$ cat src/rtl/dart_sensor_scanner.sv
// Dart target front-end: scans the 10x10 sense matrix, debounces hits,
// strobes the hit cell to the scoring FSM and locks out until turn end.
module dart_sensor_scanner #(
   parameter int unsigned DEBOUNCE_CYCLES = 4
) (
   input  logic       clk,
   input  logic       reset,
   output logic [9:0] row_sel_o,
   input  logic [9:0] col_sense_i,
   input  logic       turn_done_i,
   input  logic       game_set_i,
   output logic       dart_come_o,
   output logic [3:0] dart_position_x_o,
   output logic [3:0] dart_position_y_o,
   output logic       busy_o,
   output logic       error_o
);

   typedef enum logic [2:0] {
      SCAN,
      CONFIRM,
      EMIT,
      WAIT_ACK,
      WAIT_CLEAR,
      HALT
   } state_t;

   localparam logic [7:0] DEB = 8'(DEBOUNCE_CYCLES);

   state_t     state, state_n;
   logic [3:0] row_idx, row_idx_n;
   logic [3:0] cap_x, cap_x_n;
   logic [3:0] pos_x, pos_x_n;
   logic [3:0] pos_y, pos_y_n;
   logic [7:0] cnt, cnt_n;
   logic       err, err_n;

   logic [7:0] cnt_inc;
   logic [3:0] row_inc;
   logic [3:0] col_enc;
   logic       col_zero;
   logic       col_one;
   logic       col_match;

   function automatic logic [3:0] enc10(input logic [9:0] v);
      logic [3:0] r;
      r = 4'd0;
      for (int i = 0; i < 10; i++) begin
         if (v[i]) r = 4'(i);
      end
      return r;
   endfunction

   assign cnt_inc   = cnt + 8'd1;
   assign row_inc   = (row_idx == 4'd9) ? 4'd0 : row_idx + 4'd1;
   assign col_enc   = enc10(col_sense_i);
   assign col_zero  = (col_sense_i == 10'd0);
   assign col_one   = !col_zero &&
                      ((col_sense_i & (col_sense_i - 10'd1)) == 10'd0);
   assign col_match = (col_sense_i == (10'd1 << cap_x));

   always_ff @(posedge clk) begin
      if (!reset) begin
         state   <= SCAN;
         row_idx <= 4'd0;
         cap_x   <= 4'd0;
         pos_x   <= 4'd0;
         pos_y   <= 4'd0;
         cnt     <= 8'd0;
         err     <= 1'b0;
      end else begin
         state   <= state_n;
         row_idx <= row_idx_n;
         cap_x   <= cap_x_n;
         pos_x   <= pos_x_n;
         pos_y   <= pos_y_n;
         cnt     <= cnt_n;
         err     <= err_n;
      end
   end

   always_comb begin
      state_n   = state;
      row_idx_n = row_idx;
      cap_x_n   = cap_x;
      pos_x_n   = pos_x;
      pos_y_n   = pos_y;
      cnt_n     = cnt;
      err_n     = 1'b0;
      if (game_set_i) begin
         state_n = HALT;
      end else begin
         unique case (state)
            SCAN: begin
               unique case (1'b1)
                  col_zero: row_idx_n = row_inc;
                  col_one: begin
                     cap_x_n = col_enc;
                     cnt_n   = 8'd1;
                     if (DEB == 8'd1) begin
                        state_n = EMIT;
                        pos_x_n = col_enc;
                        pos_y_n = row_idx;
                     end else begin
                        state_n = CONFIRM;
                     end
                  end
                  default: begin
                     err_n     = 1'b1;
                     row_idx_n = row_inc;
                  end
               endcase
            end
            CONFIRM: begin
               if (col_match) begin
                  cnt_n = cnt_inc;
                  if (cnt_inc >= DEB) begin
                     state_n = EMIT;
                     pos_x_n = cap_x;
                     pos_y_n = row_idx;
                  end
               end else begin
                  state_n   = SCAN;
                  row_idx_n = row_inc;
               end
            end
            EMIT: state_n = WAIT_ACK;
            WAIT_ACK: begin
               if (turn_done_i) begin
                  state_n = WAIT_CLEAR;
                  cnt_n   = 8'd0;
               end
            end
            WAIT_CLEAR: begin
               if (!col_zero) begin
                  cnt_n = 8'd0;
               end else if (cnt_inc >= DEB) begin
                  state_n   = SCAN;
                  row_idx_n = 4'd0;
                  cnt_n     = 8'd0;
               end else begin
                  cnt_n = cnt_inc;
               end
            end
            HALT: state_n = HALT;
            default: state_n = SCAN;
         endcase
      end
   end

   always_comb begin
      row_sel_o = 10'd0;
      unique case (state)
         SCAN, CONFIRM: row_sel_o = 10'd1 << row_idx;
         WAIT_CLEAR:    row_sel_o = 10'h3FF;
         default:       row_sel_o = 10'd0;
      endcase
   end

   assign dart_come_o       = (state == EMIT);
   assign busy_o            = (state != SCAN) && (state != CONFIRM);
   assign error_o           = err;
   assign dart_position_x_o = pos_x;
   assign dart_position_y_o = pos_y;

endmodule

$ cat config.mk
export PLATFORM = sky130hd
export DESIGN_NAME = dart_sensor_scanner
export DESIGN_NICKNAME = d
export VERILOG_FILES = /design/src/rtl/dart_sensor_scanner.sv
export SDC_FILE = /design/constraint.sdc
export NUM_CORES = 1
export LEC_CHECK = 0
export BUFFER_PORTS_ARGS = -buffer_cell sky130_fd_sc_hd__buf_2
export CAP_MARGIN = 20
export CORE_UTILIZATION = 51
export DETAILED_ROUTE_END_ITERATION = 10
export PLACE_DENSITY = 0.74
export SETUP_SLACK_MARGIN = 0.2
export SYNTH_ARGS = -nofsm -noshare
export SYNTH_HDL_FRONTEND = slang
export SYNTH_SLANG_ARGS = --single-unit
export TNS_END_PERCENT = 5
$ cat constraint.sdc
create_clock -name clk -period 1.9 [get_ports clk]
set_input_delay 0.285 -clock clk [delete_from_list [all_inputs] [get_ports clk]]
set_output_delay 0.285 -clock clk [all_outputs]
set_load 0.05 [all_outputs]
# [Yosys cells after proc, flatten, opt, wreduce, memory -nomap -nowiden]
# Index checks and enable logic that the tools add are counted.
[op_classes] mux=31 order_cmp=1 eq_ne=21 n_reduce_logical=19 n_bitwise=4 shift=2 n_addsub=3
[ops] cell="two-way mux 4 bit" n=12
[ops] cell="two-way mux 8 bit" n=5
[ops] cell="one-hot mux 8 bit (4 select lines)" n=1
[ops] cell="two-way mux 3 bit" n=7
[ops] cell="logical NOT 10 bit" n=2
[ops] cell="one-hot mux 10 bit (2 select lines)" n=1
[ops] cell="left shift 1 x 4 -> 10 bit (first input constant)" n=2
[ops] cell="one-hot mux 3 bit (6 select lines)" n=1
[ops] cell="!= test 3 bit (second input constant)" n=5
[ops] cell="AND reduction 5 bit" n=3
[ops] cell="!= test 2 bit (second input constant)" n=7
[ops] cell="one-hot mux 4 bit (3 select lines)" n=1
[ops] cell="bitwise AND 10 bit" n=1
[ops] cell="== test 10 bit" n=1
[ops] cell="subtractor 10 x 1 -> 10 bit (second input constant)" n=1
[ops] cell="adder 8 x 1 -> 8 bit (second input constant)" n=1
[ops] cell="greater-or-equal comparator 8 x 3 -> 1 bit (second input constant)" n=1
[ops] cell="== test 3 x 2 -> 1 bit (second input constant)" n=2
[ops] cell="== test 3 bit (second input constant)" n=2
[ops] cell="AND reduction 6 bit" n=1
[ops] cell="nonzero test 3 bit" n=2
[ops] cell="OR reduction 2 bit" n=3
[ops] cell="adder 4 x 1 -> 4 bit (second input constant)" n=1
[ops] cell="== test 4 bit (second input constant)" n=1
[ops] cell="other kinds (13)" n=17
[totals] in_bits=14 register_bits=28 word_cells=89 out_inout_bits=21

# [Depth between registers and ports, before layout]
# Gate-level depths: netlist of run 1.
[depth] word_depth=9 ltp_mapped=9 mapped_depth_nobuf=8

# [Least setup slack after synthesis of run 1]
# No wires, ideal clock.
[synth_timing] path_kind="reg2out" start="reg state[1]" end="out row_sel_o[0]" required_ps=1615 path_stages_with_launch=5 slack_ps=-788 arrival_time_ps=2403 n_path_buf=0 path_cell_list="dfxtp_1 nor2_1 inv_1 or3_1 o21ai_0"
[synth_via] elab_chain_len=3 elab_cells_between_ends=5 cone_classes="2 x eq/ne; 1 x mux; 2 x reduce/logical"
[synth_lines] item="start, declared" line_no="30" rtl="state_t state, state_n;"
[synth_lines] item="start signal, assigned" line_no="72" rtl="state <= state_n;"
[synth_lines] item="== test 3 x 1 -> 1 bit or logical NOT 3 bit (tied branches)" line_no="153" rtl="unique case (state)"
[synth_lines] item="OR reduction 2 bit" line_no="153"
[synth_lines] item="one-hot mux 10 bit (2 select lines) (*)" line_no="153"
[synth_lines] item="end, declared" line_no="8" rtl="output logic [9:0] row_sel_o,"
# Every way passes the cells marked *; elsewhere a longest branch is shown, timed or not.

# [Final worst setup path of run 1]
[layout_timing] start="reg cap_x[0]" end="reg cnt[5]"
[layout_via] elab_chain_len=4
[layout_lines] item="start, declared" line_no="32" rtl="logic [3:0] cap_x, cap_x_n;"
[layout_lines] item="start signal, assigned" line_no="74" rtl="cap_x <= cap_x_n;"
[layout_lines] item="left shift 1 x 4 -> 10 bit" line_no="60" rtl="assign col_match = (col_sense_i == (10'd1 << cap_x));"
[layout_lines] item="== test 10 bit" line_no="60"
[layout_lines] item="!= test 2 bit (no source line)"
[layout_lines] item="AND reduction 5 bit (no source line)"
[layout_lines] item="end signal, assigned" line_no="77" rtl="cnt <= cnt_n;"
[layout_lines] item="end, declared" line_no="35" rtl="logic [7:0] cnt, cnt_n;"
# No other way between the ends.
# A chain may end at the register's enable or synchronous reset.

==> results.cfg, run 1 <==
[global_route]
grt_antenna_before_repair = 0
grt_first_pass_wirelength_mm = 9.804
globalRouteTotalUtil_pct = 28.97
grt_max_degree = 18
globalRoute.totalOverflow = 0
first_global_vias = 2192

[worst_setup_path]
critical_path_type = flip-flop to flip-flop
cp-start-kind = flip-flop
worst-r2r-setup-slack_ns = -0.51
worst_setup_path_end_kind = flip-flop
cp_data_required_time_ns = 2.12
critical_path_peak_fanout = 6
worstPathArrival_ns = 2.63

[synth]
synthTopCellsByCount = nor2_1, dfxtp_1, o21ai_0
dominantRegCellSynth = dfxtp_1
synth_top_cell_area_share_pct = 26.83
synth_top_cells_by_area = dfxtp_1, nor2_1, o21ai_0
synth.net_count = 302
number_of_enable_flip_flop_cells_after_synthesis = 0
seq_area_frac_synth_pct = 26.83
synthesis.instances = 284
synthMostInstantiatedCell = nor2_1
synth-warning-count = 0
synth.largest_area_cell = dfxtp_1
synth_cell_type_count = 60
synth.ff_latch_count = 28
synthesis.area_um2 = 2090
async_reset_ff_share_pct = 0
syn_avg_cell_area_um2 = 7.357

[cts]
clock_tree.buffer_depth = 2
clkTransAtPathRegs_ns = 0.10
cts_htree_levels = 1
root_buffer = clkbuf_8
cts-buffers-inserted = 3
cts-hold-fix-buffers = 0
clock_insertion_delay_worst_skew_ns = 0.28
cts_tree = built
clock-sinks = 28

[floorplan]
floorplan.io_pins = 35
die_width_um = 66.01
core_area_um2 = 3799
fp-row-count = 22
floorplan.die.height_um = 66.01
floorplan.die_area_um2 = 4357
floorplan.initialDensity_pct = 55.01

[detailed_routing]
via_per_inst = 5.866
via_count = 2370
drtPass1Iterations = 4
drtIter0Drc = 124
wire_per_inst_um = 14.93
drt_drc_violations_left = 0
antenna_left = 0
detail_route.wirelength_mm = 6.031

[timing]
fin_worst_skew_ns = 0.006817
setup_repair_after_global_routing_missed_its_margin = true
post-route-period-util_pct = 126.9
max_slew_margin_pct = 73.47
period_minus_slack_ns = 2.411
hold_viol = 0
max_freq_mhz = 414.7
setup_total_negative_slack_ns = -9.848
finalWorstSetupSlack_ns = -0.5115
maxSlewViolCount = 0
tightest_slew_ns = 0.3979
setup-violations-final = 25

[run]
timing.max_cap.violations = 0

[place]
place_area_um2 = 2648
io_buffers = 34
gp_routability_congestion = 0.9129
dp.final_hpwl_mm = 4.348
pre_cts_slack_ns = -0.4793

[outcome]
run_status = finished with violations
violations = negative setup slack

[power]
power.ir.vdd_worst_v = 0.0006084
p_per_area_nw_per_um2 = 507.3
p_leak_uw = 0.001212

[hold_path]
worst_hold_path_type = primary input to flip-flop

[cells_and_area]
post-route-cell-area_um2 = 2905
areaGrowthSynthToFinish_pct = 39.04
antenna-diode-count = 0
drive_gt1_share_pct = 35.67
finalNetCount = 375
filler_cell_count = 278
==> logic make-up after synthesis <==
| family | synth area share, % |
|---|---|
| and+or+nand+nor | 35.75 |
| AOI/OAI and AO/OA | 23.23 |
| buffers and inverters | 6.108 |
| DFF | 26.83 |
| muxes | 4.791 |
| adders and majority gates | 2.874 |
| xor gates and xnor gates | 0.4192 |
==> worst max-delay path: stages (launching register included) <==
cell and delay, ns:
dfxtp_4 0.38, buf_6 0.13, nor4b_4 0.29, o21ai_2 0.09, a222oi_1 0.43, buf_4 0.20
nand4_4 0.09, buf_6 0.15, or3_4 0.35, nand3b_1 0.16, o21ai_1 0.07
==> worst paths after layout <==
| check | cells past startpoint | start | to |
|---|---|---|---|
| hold / removal | 4 | turn_done_i | state[1] |
| hold reg to reg | 1 | cnt[7] | cnt[7] |
| setup reg to reg | 10 | cap_x[0] | cnt[5] |
| setup / recovery | 10 | cap_x[0] | cnt[5] |
==> layout by cell type (no fill, tap or decap), types with 7 or more instances in the layout <==
master / instances
buf_2: 21
nand3_1: 8
dfxtp_1: 23
o21ai_0: 14
buf_4: 54
inv_1: 7
mux2i_1: 10
a21oi_1: 14
buf_6: 14
nand2_1: 25
nor2_1: 38
o21ai_1: 10
nor3_1: 9
==> per-stage QoR <==
| step | hold WS (ns) | instances | total power, µW | utilization [%] |
|---|---|---|---|---|
| after floorplan | 0.4596 | 284 | 842.7 | - |
| after global placement | 0.4681 | 399 | 945.7 | 69.70 |
| after detailed placement | 0.4804 | 399 | 950.3 | 69.70 |
| after CTS | 0.3329 | 403 | 1460 | 75.43 |
| after global routing | 0.3763 | 404 | 1525 | 76.48 |
| final | 0.3211 | 404 | 1474 | 76.48 |
==> layout make-up <==
type                       count  area (µm²)  area share [%]
multi-input combinational    227        1506           51.85
timing repair buffer          89       668.1           23.00
sequential                    28       569.3           19.60
tap                           48       60.06           2.067
clock buffer                   3       41.29           1.421
clock inverter                 1       30.03           1.034
inverter                       8       30.03           1.034
==> timing repair <==
action / 4_1_cts / 5_1_grt
pin swaps: 5 / 2
resized for setup: 43 / 12
gates cloned: 0 / 0
setup endpoints to repair: 38 / 38
endpoints found under the hold margin: 0 / 0
setup buffers: 0 / 1
==> power by group <==
part / internal (µW) / switching (µW)
combinational: 147 / 241
sequential: 595 / 10.7
clock: 282 / 197
total: 1020 / 449
==> per-layer routing <==
layer,vias to the layer above,share of wire [%],global-route usage [%]
met4,0,0.88,5.319
met5,-,0,0
met1,1121,45,37.34
li1,1184,-,-
met2,59,49,50.51
met3,6,4.9,5.000
==> registers in the layout, summed over array words and instances (netlist names) <==
register	flops
cnt	8
cap_x	4
dart_position_x_o	4
dart_position_y_o	4
row_idx	4
state	3
error_o	1
No activity file was read; power rests on OpenSTA's default activity.
==> run 2: changes to the inputs <==
Settings changed: ABC_AREA set to 1, CORE_UTILIZATION 51 to 56, PLACE_DENSITY 0.74 to 0.78.
Clock period 1.9 ns to 2.5 ns, I/O delays scaled along.
==> run 2 against run 1 <==
Against the previous run:
- the run now ends clean
- sequential cell count unchanged
- global-route usage decreased by 2.8 points
- worst hold slack improved by 0.12 ns
- via count decreased by 2.8%
- utilization decreased by 8.4 points
- first-iteration DRC count increased by 27%
- clock skew increased by 0.0032 ns
- critical path depth decreased by 4
- setup slack improved by 0.83 ns
- register-to-register slack improved by 0.92 ns
- sequential share of layout area increased by 4.3 points
- cell area decreased by 19%
- largest cell class unchanged
==> results.cfg, run 2 <==
[synth]
post_synthesis_share_of_cell_area_spent_on_xor_and_xnor_gates_pct = 1.701
async_reset_ff_share_pct = 0
synth_mux_area_share_pct = 0
synth.largest_area_cell = dfxtp_1
synth_adder_area_share_pct = 2.430
synth_cell_type_count = 31
synth-warning-count = 0
seq_area_frac_synth_pct = 27.22
synth-compound-area-share_pct = 17.13
synth_top_cells_by_area = dfxtp_1, nand2_1, inv_1
synthMostInstantiatedCell = nand2_1
synth.net_count = 361
dominant_combinational_cell_family_by_area_after_synthesis = simple AND/OR/NAND/NOR gates
dominantRegCellSynth = dfxtp_1
synthTopCellsByCount = nand2_1, inv_1, nor2_1
number_of_enable_flip_flop_cells_after_synthesis = 0
syn_avg_cell_area_um2 = 6.004
synthesis.area_um2 = 2059
synth.ff_latch_count = 28
synthesis.instances = 343
synth_top_cell_area_share_pct = 27.22
yosys.area_share.simple_pct = 40.34

[timing]
setup_repair_after_global_routing_missed_its_margin = true
max_slew_margin_pct = 66.51
fin_worst_skew_ns = 0.01001
maxSlewViolCount = 0
hold_viol = 0
period_minus_slack_ns = 2.185
finalWorstSetupSlack_ns = 0.3148
setup-violations-final = 0
tightest_slew_ns = 0.5017
max_freq_mhz = 457.6
post-route-period-util_pct = 87.41

[global_route]
global_route.peak_usage_layer = met2
groute.layer.met1.usage_pct = 32.25
grt_max_degree = 17
globalRouteTotalUtil_pct = 26.19
first_global_vias = 2023
global_route.usage.met3_pct = 4.927
grt_antenna_before_repair = 0
globalRoute.totalOverflow = 0
grt_util_met2_pct = 46.20
grt_first_pass_wirelength_mm = 8.535

[cts]
cts-buffers-inserted = 3
clkTransAtPathRegs_ns = 0.09
post_cts_buffers = 0
cts_tree = built
root_buffer = clkbuf_8
cts_htree_levels = 1
clock_insertion_delay_worst_skew_ns = 0.28
clock_tree.buffer_depth = 2
clock-sinks = 28

[worst_setup_path]
worst-r2r-cell-count = 11
worstPathArrival_ns = 1.81
crit_path_end = row_sel_o[1]
critical_path_peak_fanout = 11
worst_setup_path_end_kind = primary output
worst-r2r-setup-slack_ns = 0.41
critical_path.n_buffers_inverters = 3
cp-start-kind = flip-flop
worst_r2r_startpoint = cnt[0]
worst_path_max_delay_cell = dfxtp_1
cp_data_required_time_ns = 2.12
worst_setup_startpoint = state[0]
regToRegEndpoint = dart_position_x_o[3]
worst-path-stages = 6
worstPathCellList = nor2_1 > inv_1 > nor2_1 > inv_1 > o41ai_1 > buf_2
critPathTopFamily = buffers and inverters
critical_path_type = flip-flop to primary output
max_stage_delay_on_crit_path_ns = 0.36

[cells_and_area]
drive_gt1_share_pct = 16.62
antenna-diode-count = 0
number_of_flip_flops_under_the_largest_register_name = 8
layout_commonest_cell = nand2_1
finalNetCount = 398
regMostFlops = cnt
layout_common_cells = nand2_1, inv_1, nor2_1
filler_cell_count = 316
areaGrowthSynthToFinish_pct = 13.73

[detailed_routing]
via_per_inst = 5.421
drtIter0Drc = 158
wire_per_inst_um = 11.40
via_count = 2304
drtPass1Iterations = 5
detail_route.wirelength_mm = 4.846
antenna_left = 0
drt_drc_violations_left = 0

[floorplan]
floorplan.initialDensity_pct = 59.83
fp-row-count = 21
floorplan.die.height_um = 62.65
die_width_um = 62.65
core_area_um2 = 3442
floorplan.die_area_um2 = 3924
floorplan.io_pins = 35

[place]
io_buffers = 34
gp_routability_congestion = 0.9193
pre_cts_slack_ns = 0.1654
dp.final_hpwl_mm = 3.651

[power]
power.ir.vdd_worst_v = 0.0004008
p_leak_uw = 0.001183
p_per_area_nw_per_um2 = 505.1
final_total_pwr_uw = 1183

[hold_path]
worst_hold_path_type = primary input to flip-flop

[outcome]
run_status = completed

[run]
timing.max_cap.violations = 0
run 2: area by class of cell:
type	count	area [µm²]	share of cell area, %
flip-flops and latches	28	560.5	23.93
repair buffers	38	200.2	8.547
multi-input cells	257	1274	54.38
clock buffers	4	55.05	2.350
inverters	52	195.2	8.333
well taps	46	57.56	2.457
run 2: what timing repair did:
action	4_1_cts	5_1_grt
hold buffers	0	0
setup endpoints to repair	0	17
resized for setup	0	1
run 2: per-layer routing:
| layer | vias up | routed length (µm) |
|---|---|---|
| li1 | 1179 | - |
| met1 | 1050 | 2207 |
| met2 | 71 | 2368 |
| met3 | 4 | 241 |
| met4 | 0 | 29 |
| met5 | - | 0 |
run 2: cells by family after synthesis:
group | count (synthesis)
compound gates | 59
xor+xnor | 4
fa+ha+maj | 4
buf+inv | 58
flops | 28
simple gates | 190
run 2: worst min-delay path by stage:
stage	endpoint	slack (ns)	depth (start not counted)	from
6_report	state[1]	0.44	4	turn_done_i
5_1_grt	state[2]	0.45	3	game_set_i
4_1_cts	state[1]	0.41	4	turn_done_i
3_5_place_dp	cnt[7]	0.50	2	cnt[7]
3_3_place_gp	cnt[7]	0.49	2	cnt[7]
2_1_floorplan	cnt[7]	0.46	2	cnt[7]
run 2: metrics by stage:
stage | cell area, µm² | instances | TNS [ns] | utilization, % | hold WS [ns]
2_1_floorplan | 2059 | 343 | -1.762 | - | 0.4605
3_3_place_gp | 2282 | 421 | 0 | 66.30 | 0.4858
3_5_place_dp | 2282 | 421 | 0 | 66.30 | 0.4998
4_1_cts | 2337 | 425 | 0 | 67.90 | 0.4117
5_1_grt | 2342 | 425 | 0 | 68.05 | 0.4533
6_report | 2342 | 425 | 0 | 68.05 | 0.4381
run 2: worst min-delay path, stage by stage:
cell and delay, ns:
buf_2 0.08, nor2_1 0.06, inv_1 0.09, a21oi_1 0.07
run 2: report_power, final:
part | total (µW) | internal [µW] | leakage (µW) | switching (µW)
clock | 284 | 141 | 0.0000288 | 143
combinational | 410 | 111 | 0.000927 | 298
sequential | 489 | 466 | 0.000227 | 23.8
total | 1180 | 718 | 0.00118 | 465
==> run 3: changes to the inputs <==
Settings changed: ABC_AREA 1 to not set, PLACE_DENSITY 0.78 to 0.77.
==> run 3 against run 2 <==
Against the previous run:
- count of clock-buffer cells in the layout decreased by 1
- maximum frequency decreased by 6.0%
- sequential share of layout area decreased by 0.94 points
- worst hold slack got worse by 0.022 ns
- combinational power decreased by 45%
- die area increased by 1.4%
- routed wire length increased by 6.6%
- clock power increased by 27%
- setup slack got worse by 0.14 ns
- largest cell class unchanged
- sequential power decreased by 5.5%
==> results.cfg, run 3 (same netlist as run 1, synthesis figures left out) <==
[timing]
setup_repair_after_global_routing_missed_its_margin = true
hold_viol = 0
fin_worst_skew_ns = 0.006724
finalWorstSetupSlack_ns = 0.1764
whs_ns = 0.4160
setup_total_negative_slack_ns = 0
setup-violations-final = 0
max_freq_mhz = 430.4
maxSlewViolCount = 0
max_slew_margin_pct = 66.13
post-route-period-util_pct = 92.94
tightest_slew_ns = 0.5074
period_minus_slack_ns = 2.324

[worst_setup_path]
critical_path_type = flip-flop to flip-flop
cp_data_required_time_ns = 2.66
critical_path_peak_fanout = 8
worst_setup_path_end_kind = flip-flop
worstPathArrival_ns = 2.48
cp-start-kind = flip-flop

[cts]
cts-buffers-inserted = 3
root_buffer = clkbuf_8
clock_tree.buffer_depth = 2
cts_tree = built
cts_htree_levels = 1
clock-sinks = 28
cts-hold-fix-buffers = 0
clkTransAtPathRegs_ns = 0.10
clock_insertion_delay_worst_skew_ns = 0.28

[detailed_routing]
via_count = 2214
drtPass1Iterations = 4
via_per_inst = 6.066
drt_drc_violations_left = 0
detail_route.wirelength_mm = 5.167
antenna_left = 0
wire_per_inst_um = 14.16
drtIter0Drc = 147

[place]
gp_routability_congestion = 0.8982
dp.final_hpwl_mm = 3.765
place.detailed.instances = 359
io_buffers = 34
pre_cts_slack_ns = 0.004586
place_area_um2 = 2340

[floorplan]
core_area_um2 = 3442
floorplan.die.height_um = 63.09
floorplan.die_area_um2 = 3980
die_width_um = 63.09
floorplan.initialDensity_pct = 60.71
fp-row-count = 21
floorplan.io_pins = 35

[cells_and_area]
layout_common_cells = nor2_1, buf_2, nand2_1
number_of_flip_flops_under_the_largest_register_name = 8
drive_gt1_share_pct = 23.51
filler_cell_count = 302
layout_commonest_cell = nor2_1
areaGrowthSynthToFinish_pct = 18.74
finalNetCount = 338
regMostFlops = cnt
antenna-diode-count = 0
post-route-cell-area_um2 = 2481
final_cell_count_no_fill = 365

[global_route]
globalRouteTotalUtil_pct = 26.45
grt_antenna_before_repair = 0
grt_first_pass_wirelength_mm = 8.666
grt_max_degree = 17
first_global_vias = 1943
globalRoute.totalOverflow = 0

[run]
timing.max_cap.violations = 0

[hold_path]
worst_hold_path_type = primary input to flip-flop

[power]
p_per_area_nw_per_um2 = 422.2
power.ir.vdd_worst_v = 0.0004757
p_leak_uw = 0.001001

[outcome]
run_status = completed
## run 3: cell type report
cell class	instances	area (µm²)	area share, %
flip-flops and latches	28	570.5	23.00
clock inverters	1	30.03	1.210
well taps	46	57.56	2.320
inverters	8	30.03	1.210
clock buffers	3	41.29	1.664
multi-input cells	227	1439	57.99
repair buffers	52	312.8	12.61
## run 3: report_power, final
part           internal [µW]  total, µW  switching, µW
combinational           67.7        226            158
clock                    215        360            145
sequential               451        462           11.0
total                    733       1050            314
## run 3: critical path: stages, from the launching register on
cell and delay (ns):
dfxtp_4 0.40, buf_6 0.13, nand2b_4 0.06, or4bb_1 0.49, a32oi_2 0.30, nand4_4 0.18
nor3b_4 0.22, buf_6 0.17, mux2i_1 0.20, nor2_1 0.05
## run 3: timing repair
| item | CTS | global route |
|---|---|---|
| endpoints found under the setup margin | 17 | 21 |
| gates resized for setup | 8 | 8 |
| pin swaps | 2 | 5 |
| setup buffers | 1 | 1 |
## run 3: final timing paths
kind,startpoint,end,slack (ns),cells past startpoint
worst max-delay path,cap_x[0],dart_position_x_o[1],0.18,9
worst max register to register,cap_x[0],dart_position_x_o[1],0.18,9
worst min-delay path,turn_done_i,state[1],0.42,4
worst min register to register,dart_position_y_o[2],dart_position_y_o[2],0.50,2
## run 3: metrics by stage
stage | total power (µW) | utilization (%)
floorplan | 635.4 | -
global placement | 693.2 | 67.98
detailed placement | 694.9 | 67.98
CTS | 1051 | 71.07
global route | 1087 | 72.08
finish | 1047 | 72.08
## run 3: metal layers
metal	part of all wire, %	track usage [%]
met5	0	0
met4	0.37	4.651
met3	6.6	4.529
met2	45	43.28
met1	48	36.45
